<file path="config.mk">
export PLATFORM = sky130hd
export DESIGN_NAME = spi_controller_flat
export DESIGN_NICKNAME = d
export VERILOG_FILES = /design/src/rtl/spi_pkg.sv /design/src/rtl/spi_controller_if.sv /design/src/rtl/spi_phase_timer.sv /design/src/rtl/spi_controller.sv /design/src/flat_wrapper.sv
export SDC_FILE = /design/constraint.sdc
export NUM_CORES = 1
export LEC_CHECK = 0
export ABC_AREA = 1
export CORE_ASPECT_RATIO = 1.25
export CORE_MARGIN = 10
export CORE_UTILIZATION = 58
export CTS_BUF_LIST = sky130_fd_sc_hd__clkbuf_8
export DETAILED_ROUTE_END_ITERATION = 8
export DONT_BUFFER_PORTS = 1
export PLACE_DENSITY = 0.76
export SKIP_CTS_REPAIR_TIMING = 1
export SYNTH_ARGS = -nofsm -noshare
export SYNTH_HDL_FRONTEND = slang
export SYNTH_SLANG_ARGS = --single-unit
</file>
<file path="constraint.sdc">
create_clock -name clk -period 1.43 [get_ports clk]
set_clock_uncertainty 0.1 [all_clocks]
set_input_delay 0.286 -clock clk [delete_from_list [all_inputs] [get_ports clk]]
set_output_delay 0.286 -clock clk [all_outputs]
set_load 0.05 [all_outputs]
</file>
<file path="src/rtl/spi_pkg.sv">
// Shared types and constants for the SPI register-write controller and its users.
package spi_pkg;

  localparam int SPI_FRAME_W = 16;
  localparam int SPI_ADDR_W  = 7;

  // Register map of the on-chip SPI register peripheral
  localparam logic [SPI_ADDR_W-1:0] ADDR_EN_OUT_LO = 7'h00;
  localparam logic [SPI_ADDR_W-1:0] ADDR_EN_OUT_HI = 7'h01;
  localparam logic [SPI_ADDR_W-1:0] ADDR_EN_PWM_LO = 7'h02;
  localparam logic [SPI_ADDR_W-1:0] ADDR_EN_PWM_HI = 7'h03;
  localparam logic [SPI_ADDR_W-1:0] ADDR_PWM_DUTY  = 7'h04;

  typedef enum logic [2:0] {
    IDLE,
    SETUP,
    SHIFT_LO,
    SHIFT_HI,
    HOLD,
    GAP
  } spi_ctrl_state_t;

  function automatic int spi_max3(input int a, input int b, input int c);
    int m;
    m = (a > b) ? a : b;
    return (m > c) ? m : c;
  endfunction

endpackage

</file>
<file path="src/rtl/spi_controller_if.sv">
// Command handshake between a host command source and the SPI controller.
interface spi_controller_if;

  logic                          cmd_valid;
  logic                          cmd_ready;
  logic                          cmd_rw;
  logic [spi_pkg::SPI_ADDR_W-1:0] cmd_addr;
  logic [7:0]                    cmd_data;

  modport master (
    output cmd_valid, cmd_rw, cmd_addr, cmd_data,
    input  cmd_ready
  );

  modport slave (
    input  cmd_valid, cmd_rw, cmd_addr, cmd_data,
    output cmd_ready
  );

endinterface

</file>
<file path="src/rtl/spi_phase_timer.sv">
// Loadable down-counter timing every fixed-length controller state; saturates at zero.
module spi_phase_timer #(
  parameter int W = 3
) (
  input  logic         clk,
  input  logic         rst,
  input  logic         load,
  input  logic [W-1:0] load_val,
  output logic         expire
);

  logic [W-1:0] cnt;

  always_ff @(posedge clk) begin
    if (rst) begin
      cnt <= '0;
    end else if (load) begin
      cnt <= load_val;
    end else if (cnt != '0) begin
      cnt <= cnt - 1'b1;
    end
  end

  assign expire = (cnt == '0);

endmodule

</file>
<file path="src/rtl/spi_controller.sv">
// Write-only SPI initiator: serialises {rw, addr, data} as a mode-0 MSB-first frame.
module spi_controller
  import spi_pkg::*;
#(
  parameter int CLK_DIV  = 4,
  parameter int CS_SETUP = 4,
  parameter int CS_GAP   = 4
) (
  input  logic                   clk,
  input  logic                   rst,
  spi_controller_if.slave        cmd,
  output logic                   busy,
  output logic                   done,
  output logic                   ncs,
  output logic                   sclk,
  output logic                   copi
);

  localparam int TW    = $clog2(spi_max3(CLK_DIV, CS_SETUP, CS_GAP) + 1);
  localparam int BCW   = $clog2(SPI_FRAME_W);
  localparam logic [TW-1:0] LD_SETUP = TW'(CS_SETUP - 1);
  localparam logic [TW-1:0] LD_HALF  = TW'(CLK_DIV - 1);
  localparam logic [TW-1:0] LD_GAP   = TW'(CS_GAP - 1);

  spi_ctrl_state_t        state, state_next;
  logic [SPI_FRAME_W-1:0] shift_q, shift_next;
  logic [BCW-1:0]         bit_cnt, bit_cnt_next;
  logic                   ready_q;
  logic                   accept;
  logic                   expire;
  logic                   load;
  logic [TW-1:0]          load_val;
  logic                   cs_active_next;

  assign cmd.cmd_ready = ready_q;
  assign accept        = cmd.cmd_valid && ready_q;

  spi_phase_timer #(.W(TW)) u_timer (
    .clk      (clk),
    .rst      (rst),
    .load     (load),
    .load_val (load_val),
    .expire   (expire)
  );

  always_ff @(posedge clk) begin
    if (rst) begin
      state   <= IDLE;
      shift_q <= '0;
      bit_cnt <= '0;
    end else begin
      state   <= state_next;
      shift_q <= shift_next;
      bit_cnt <= bit_cnt_next;
    end
  end

  // The timer is reloaded on every state change with the length of the state being entered
  always_comb begin
    state_next   = state;
    shift_next   = shift_q;
    bit_cnt_next = bit_cnt;
    load_val     = '0;
    case (state)
      IDLE: begin
        if (accept) begin
          shift_next   = {cmd.cmd_rw, cmd.cmd_addr, cmd.cmd_data};
          bit_cnt_next = BCW'(SPI_FRAME_W - 1);
          state_next   = SETUP;
        end
      end
      SETUP:    if (expire) state_next = SHIFT_HI;
      SHIFT_HI: begin
        if (expire) begin
          if (bit_cnt == '0) begin
            state_next = HOLD;
          end else begin
            bit_cnt_next = bit_cnt - 1'b1;
            shift_next   = {shift_q[SPI_FRAME_W-2:0], 1'b0};
            state_next   = SHIFT_LO;
          end
        end
      end
      SHIFT_LO: if (expire) state_next = SHIFT_HI;
      HOLD:     if (expire) state_next = GAP;
      GAP:      if (expire) state_next = IDLE;
      default:  state_next = IDLE;
    endcase
    load = (state_next != state);
    case (state_next)
      SETUP, HOLD:        load_val = LD_SETUP;
      SHIFT_LO, SHIFT_HI: load_val = LD_HALF;
      GAP:                load_val = LD_GAP;
      default:            load_val = '0;
    endcase
  end

  assign cs_active_next = (state_next == SETUP) || (state_next == SHIFT_LO) ||
                          (state_next == SHIFT_HI) || (state_next == HOLD);

  // Pins and status are registered from the next state so they align with the state register
  always_ff @(posedge clk) begin
    if (rst) begin
      ready_q <= 1'b0;
      busy    <= 1'b0;
      done    <= 1'b0;
      ncs     <= 1'b1;
      sclk    <= 1'b0;
      copi    <= 1'b0;
    end else begin
      ready_q <= (state_next == IDLE);
      busy    <= (state_next != IDLE);
      done    <= (state == HOLD) && (state_next == GAP);
      ncs     <= !cs_active_next;
      sclk    <= (state_next == SHIFT_HI);
      copi    <= cs_active_next ? shift_next[SPI_FRAME_W-1] : 1'b0;
    end
  end

endmodule

</file>
<file path="src/flat_wrapper.sv">
// flat-port wrapper written by rule: the top's interface ports become plain ports
module spi_controller_flat import spi_pkg::*;
#(
  parameter int CLK_DIV  = 4,
  parameter int CS_SETUP = 4,
  parameter int CS_GAP   = 4
)
  (clk, rst, busy, done, ncs, sclk, copi, cmd_cmd_valid, cmd_cmd_rw, cmd_cmd_addr, cmd_cmd_data, cmd_cmd_ready);
  spi_controller_if cmd_i ();
  input  logic clk;
  input  logic rst;
  output logic busy;
  output logic done;
  output logic ncs;
  output logic sclk;
  output logic copi;
  input wire logic [$bits(cmd_i.cmd_valid)-1:0] cmd_cmd_valid;
  input wire logic [$bits(cmd_i.cmd_rw)-1:0] cmd_cmd_rw;
  input wire logic [$bits(cmd_i.cmd_addr)-1:0] cmd_cmd_addr;
  input wire logic [$bits(cmd_i.cmd_data)-1:0] cmd_cmd_data;
  output wire logic [$bits(cmd_i.cmd_ready)-1:0] cmd_cmd_ready;
  assign cmd_i.cmd_valid = cmd_cmd_valid;
  assign cmd_i.cmd_rw = cmd_cmd_rw;
  assign cmd_i.cmd_addr = cmd_cmd_addr;
  assign cmd_i.cmd_data = cmd_cmd_data;
  assign cmd_cmd_ready = cmd_i.cmd_ready;
  spi_controller #(.CLK_DIV(CLK_DIV), .CS_SETUP(CS_SETUP), .CS_GAP(CS_GAP)) u_core (.clk(clk), .rst(rst), .cmd(cmd_i), .busy(busy), .done(done), .ncs(ncs), .sclk(sclk), .copi(copi));
endmodule
</file>
### After elaboration in Yosys (flattened, before gate mapping)

Index checks and enable logic that the tools add are counted.

* register bits: 32
* input port bits: 19
* output and inout port bits: 6
* logic and storage cells: 64

* add/subtract/negate cells: 2
* eq/ne operators: 14
* muxes and demuxes: 18
* bitwise gates (word level): 1
* reductions and logical operators: 18

Operators by type and width (count)
* 16-bit 2-to-1 mux: 3
* 16-bit case mux with 2 select lines: 1
* 3-bit 2-to-1 mux: 8
* 3-bit case mux with 5 select lines: 1
* 3-bit by 2-bit equality test with 1-bit output (second input constant): 4
* 3-bit equality test (second input constant): 4
* 4-bit 2-to-1 mux: 3
* 3-bit zero test: 3
* 4-bit case mux with 2 select lines: 1
* 3-bit by 1-bit equality test with 1-bit output (second input constant): 2
* 3-bit nonzero test: 2
* 5-bit OR reduction: 1
* 4-bit zero test: 1
* 2-bit by 1-bit != test with 1-bit output (second input constant): 2
* 4-bit AND reduction: 1
* 2-bit nonzero test: 2
* 2-bit OR reduction: 2
* 4-bit by 1-bit subtractor with 4-bit output (second input constant): 1
* 1-bit logical OR: 3
* 3-bit != test: 1
* 3-bit by 1-bit subtractor with 3-bit output (second input constant): 1
* 1-bit logical AND: 2
* 2-bit 2-to-1 mux: 1
* 2-bit != test (second input constant): 1
* other kinds (2): 2

### Longest topological paths before layout

Gate-level depths: netlist (run 1).

* depth in word-level cells: 10
* depth in mapped cells: 12
* depth with buffers taken out: 12

### Modules after synthesis

Synthesis (run 1) repeated with hierarchy kept, for this count alone.

* cells, all modules: 203
* area total of the unflattened synthesis: 1516.5 µm²

Modules (own cells, without submodules)
* spi_controller: times used 1, cells an instance 175, area each 1317.5 µm²
* spi_phase_timer: times used 1, cells an instance 28, area each 198.9 µm²

### Least setup slack after synthesis (run 1)

Ideal clock, no wire load.

* path kind: register to register
* start point: reg u_core.ready_q, in the netlist u_core.cmd.cmd_ready
* end point: reg u_core.u_timer.cnt[0]
* setup time: 0.132 ns
* data arrival time: 1.345 ns
* setup slack: -0.147 ns
* cell stages (with the launch flop): 12
* buffers on the path: 0
* clock period less this slack: 1.577 ns
* cell sequence: dfxtp_1 > nand2_1 > inv_1 > nand3_2 > nand2_1 > nor2_2 > nand2_2 > nand2_1 > nand2_2 > nand2_2 > nand2_2 > a21oi_1

* longest elaborated chain between the ends: 7
* elaborated cells on any way between the ends: 13
* classes of those cells: 6 x eq/ne; 4 x mux; 3 x reduce/logical

RTL lines
* from (decl): line spi_controller.sv:28 `logic ready_q;`
* from (signal assigned): line spi_controller.sv:111 `ready_q <= (state_next == IDLE);`
* 1-bit logical AND (*): line spi_controller.sv:36 `assign accept = cmd.cmd_valid && ready_q;`
* 3-bit 2-to-1 mux (*): line spi_controller.sv:66 `if (accept) begin`
* 3-bit case mux with 5 select lines (*): line spi_controller.sv:64 `case (state)`
* 3-bit equality test, or another cell as far along: line spi_controller.sv:90 `case (state_next)`
* 5-bit OR reduction (no line)
* 2-bit 2-to-1 mux: line spi_controller.sv:90
* 3-bit 2-to-1 mux: line spi_phase_timer.sv:17 `end else if (load) begin`
* to (signal assigned): line spi_phase_timer.sv:18 `cnt <= load_val;`
* to (signal assigned): line spi_phase_timer.sv:20 `cnt <= cnt - 1'b1;`
* to (decl): line spi_phase_timer.sv:12 `logic [W-1:0] cnt;`

Mark *: on every way between the ends. The rest lies on a longest branch, timed or not.
A chain may end at the register's enable or synchronous reset.

### Worst setup path after layout (run 1)

* start point: reg u_core.u_timer.cnt[0]
* end point: reg u_core.u_timer.cnt[2]

* longest elaborated chain between the ends: 5
* elaborated cells on any way between the ends: 12
* classes of those cells: 1 x add/sub; 1 x eq/ne; 7 x mux; 3 x reduce/logical

RTL lines
* 3-bit zero test: line spi_phase_timer.sv:24 `assign expire = (cnt == '0);`
* 3-bit 2-to-1 mux, on equally long branches
* 3-bit case mux with 5 select lines: line spi_controller.sv:64
* 3-bit != test: line spi_controller.sv:89 `load = (state_next != state);`
* 3-bit 2-to-1 mux / 2-bit nonzero test (equally long branches)

Parallel ways exist; a longest one is shown, timed or not. The select of a mux whose other input is x is not followed.

==> impl_metrics.ini, run 1 <==
[pwr]
ir_drop_v = 0.00127
power_density_mw_per_mm2 = 2190
totalPowerFinal_mw = 4.05
leakagePower_nw = 0.756

[worst_hold_path]
holdPathEnd = u_core.cmd.cmd_ready
hold_class = in2reg
hold_depth = 1
holdCritStartpoint = rst

[clock_tree]
clk_pin_slew_worst_paths_ns = 0.06
root_buffer = clkbuf_8
cts_tree = built
cts_buffers = 5
cts_sinks = 32
worstSkewPairLatency_ns = 0.28
cts_max_level = 2
cts_buffer_depth = 2

[floorplan]
row_count = 20
dieArea_mm2 = 0.00493
die_x_um = 64.8
pin_count = 25
die_h_um = 76.0
core_area_mm2 = 0.00243
initial_core_util = 0.600

[grt]
antenna_found_initial = 0
grt_start_max_net_pins = 28
overflow = 0
grt_pass1_vias = 1291
grt_pass1_wl_mm = 5.55
globalRouteTotalUtil = 0.137

[outcome]
violations = hold timing, setup timing
status = finished, violations left

[routing]
drc = 0
wl_per_cell_um = 14.1
vias_per_cell = 5.41
drt_iter0_markers = 45
firstDrtPassIters = 4
ant_nets = 0
vias = 1363
wl_mm = 3.55

[sta]
fmaxAchievable_mhz = 626
hold_viol = 26
worst_hold_slack_ns = -0.0354
setup_ws_ns = -0.168
slew_violations = 0
tightest_slew_ns = 0.486
maxSlewHeadroom = 0.676
timing.final.crit_period_ns = 1.60
min_period_over_period = 1.12
setup_violations = 27
rsz0062_at_grt = yes

[worst_setup_path]
reg2reg_from = u_core.u_timer.cnt[0]
r2r_end = u_core.u_timer.cnt[2]
reg2regPathDepth = 12
cp-end-kind = flop
ff2ff_setup_slack_ns = -0.17
cp_data_required_time_ns = 1.56
cp_data_arrival_time_ns = 1.72
crit_type = reg2reg
start_kind = flop
critPathMaxFanout = 7

[synthesis]
synth_nets = 219
yosys.area.top_type = dfxtp_1
avgSynthCellArea_um2 = 7.39
ys_types = 26
netlist_top_cells_area = dfxtp_1 44%, nand2_1 18%, a31oi_1 7.3%
yosysSeqAreaShare = 0.440
synth_warnings = 0
postSynthCellCount = 197
synth_top_area_share = 0.440
syn-cell-area_mm2 = 0.00146
synth-seq-cells = 32

[layout]
drive_gt1_frac = 0.347
layout.nets = 240
final_util = 0.761
num_antenna_cells = 0
final_common_cell = nand2_1
final_area_mm2 = 0.00185
area_delta_synth_final_pct = 26.9
layout_common_cells = 62 x nand2_1, 25 x dfxtp_1, 19 x buf_4, 17 x a31oi_1, 11 x inv_2

[placement]
routabilityCongestion = 0.815
portBuffers = 0
placed_area_mm2 = 0.00162
dp_hpwl_mm = 2.32
dp_slack_ns = -0.154

[flow_run]
maxCapViolations = 0
==> worst max path at each step <==
stage | from | cells after the start | slack, ns | endpoint
after floorplan | u_core.u_timer.cnt[1] | 11 | -0.02 | u_core.u_timer.cnt[0]
after global placement | u_core.u_timer.cnt[1] | 11 | -0.10 | u_core.u_timer.cnt[0]
after detailed placement | u_core.bit_cnt[0] | 10 | -0.15 | u_core.shift_q[3]
after CTS | u_core.bit_cnt[0] | 10 | -0.18 | u_core.shift_q[5]
after global routing | u_core.bit_cnt[0] | 12 | -0.27 | u_core.u_timer.cnt[1]
final | u_core.u_timer.cnt[0] | 12 | -0.17 | u_core.u_timer.cnt[2]
==> sequential cells by signal, indices dropped and copies added, names as in the netlist <==
| name | cells |
|---|---|
| u_core.bit_cnt | 4 |
| u_core.busy | 1 |
| u_core.ncs | 1 |
| u_core.cmd.cmd_ready | 1 |
| u_core.state | 3 |
| u_core.done | 1 |
| u_core.shift_q | 16 |
| u_core.u_timer.cnt | 3 |
| u_core.sclk | 1 |
| u_core.copi | 1 |
==> synthesized netlist by cell type <==
cell type	instances
a21oi_1	7
a221oi_1	1
a31oi_1	17
buf_2	1
buf_4	2
buf_6	1
clkbuf_1	3
dfxtp_1	32
ha_1	3
inv_1	15
inv_2	6
nand2_1	69
nand2_2	6
nand2_4	1
nand3_1	6
nand3_2	2
nand3b_1	2
nand4_1	1
nand4_2	1
nor2_1	10
nor2_2	3
nor2_4	1
nor3_1	1
nor3_2	1
o21ai_0	3
xor2_1	2
==> through the flow <==
| stage | setup TNS, ns | instances |
|---|---|---|
| 2_1_floorplan | -0.130 | 197 |
| 3_3_place_gp | -0.973 | 238 |
| 3_5_place_dp | -2.78 | 238 |
| 4_1_cts | -3.37 | 246 |
| 5_1_grt | -4.75 | 252 |
| 6_report | -1.95 | 252 |
==> cell type report <==
| type | count | area [um^2] |
|---|---|---|
| fillers | 185 | 579 |
| inverters | 21 | 88.8 |
| multi-input cells | 137 | 810 |
| flip-flops and latches | 32 | 649 |
| well taps | 33 | 41.3 |
| repair inverters | 1 | 6.26 |
| repair buffers | 20 | 163 |
| clock inverters | 2 | 7.51 |
| clock buffers | 6 | 82.6 |
==> cell families (layout without fill, tap and decap cells) <==
logic type                 after synthesis  in the layout  share of synthesized area
AOI/OAI and AO/OA                       28             28                      0.113
xor gates and xnor gates                 2              2                     0.0120
DFF                                     32             32                      0.440
adders and majority gates                3              3                     0.0258
and+or+nand+nor                        104            104                      0.326
buffers and inverters                   28             50                     0.0833
==> report_power, final <==
group	switching (mW)	internal, mW
Combinational	1.15	0.880
Clock	0.310	0.377
Sequential	0.222	1.11
==> layer usage <==
| layer | part of all wire | wire [um] | global-route usage |
|---|---|---|---|
| met3 | 0.042 | 148 | 0.0441 |
| met2 | 0.55 | 1970 | 0.242 |
| met1 | 0.38 | 1350 | 0.140 |
| met4 | 0.023 | 80 | 0.0644 |
| met5 | 0 | 0 | 0 |
==> critical path, cell delays in order (launching register included) <==
cell and delay (ns):
dfxtp_2 0.33, inv_2 0.05, ha_4 0.17, nand2_8 0.09
inv_2 0.05, nor2_2 0.17, nor2_4 0.06, nand2_4 0.09
nand2_2 0.06, nand2_2 0.08, nand2_2 0.07, buf_4 0.13
nor2_1 0.07
(Power assumes the default switching activity.)
==> run 2, diff against run 1 <==
--- a/config.mk
+++ b/config.mk
@@ -12,6 +12,7 @@
 export CTS_BUF_LIST = sky130_fd_sc_hd__clkbuf_8
 export DETAILED_ROUTE_END_ITERATION = 8
 export DONT_BUFFER_PORTS = 1
+export HOLD_SLACK_MARGIN = 0.12
 export PLACE_DENSITY = 0.76
 export SKIP_CTS_REPAIR_TIMING = 1
 export SYNTH_ARGS = -nofsm -noshare
==> results of run 2 <==
No change in the layout: final DEF, timing and power equal those of run 1.
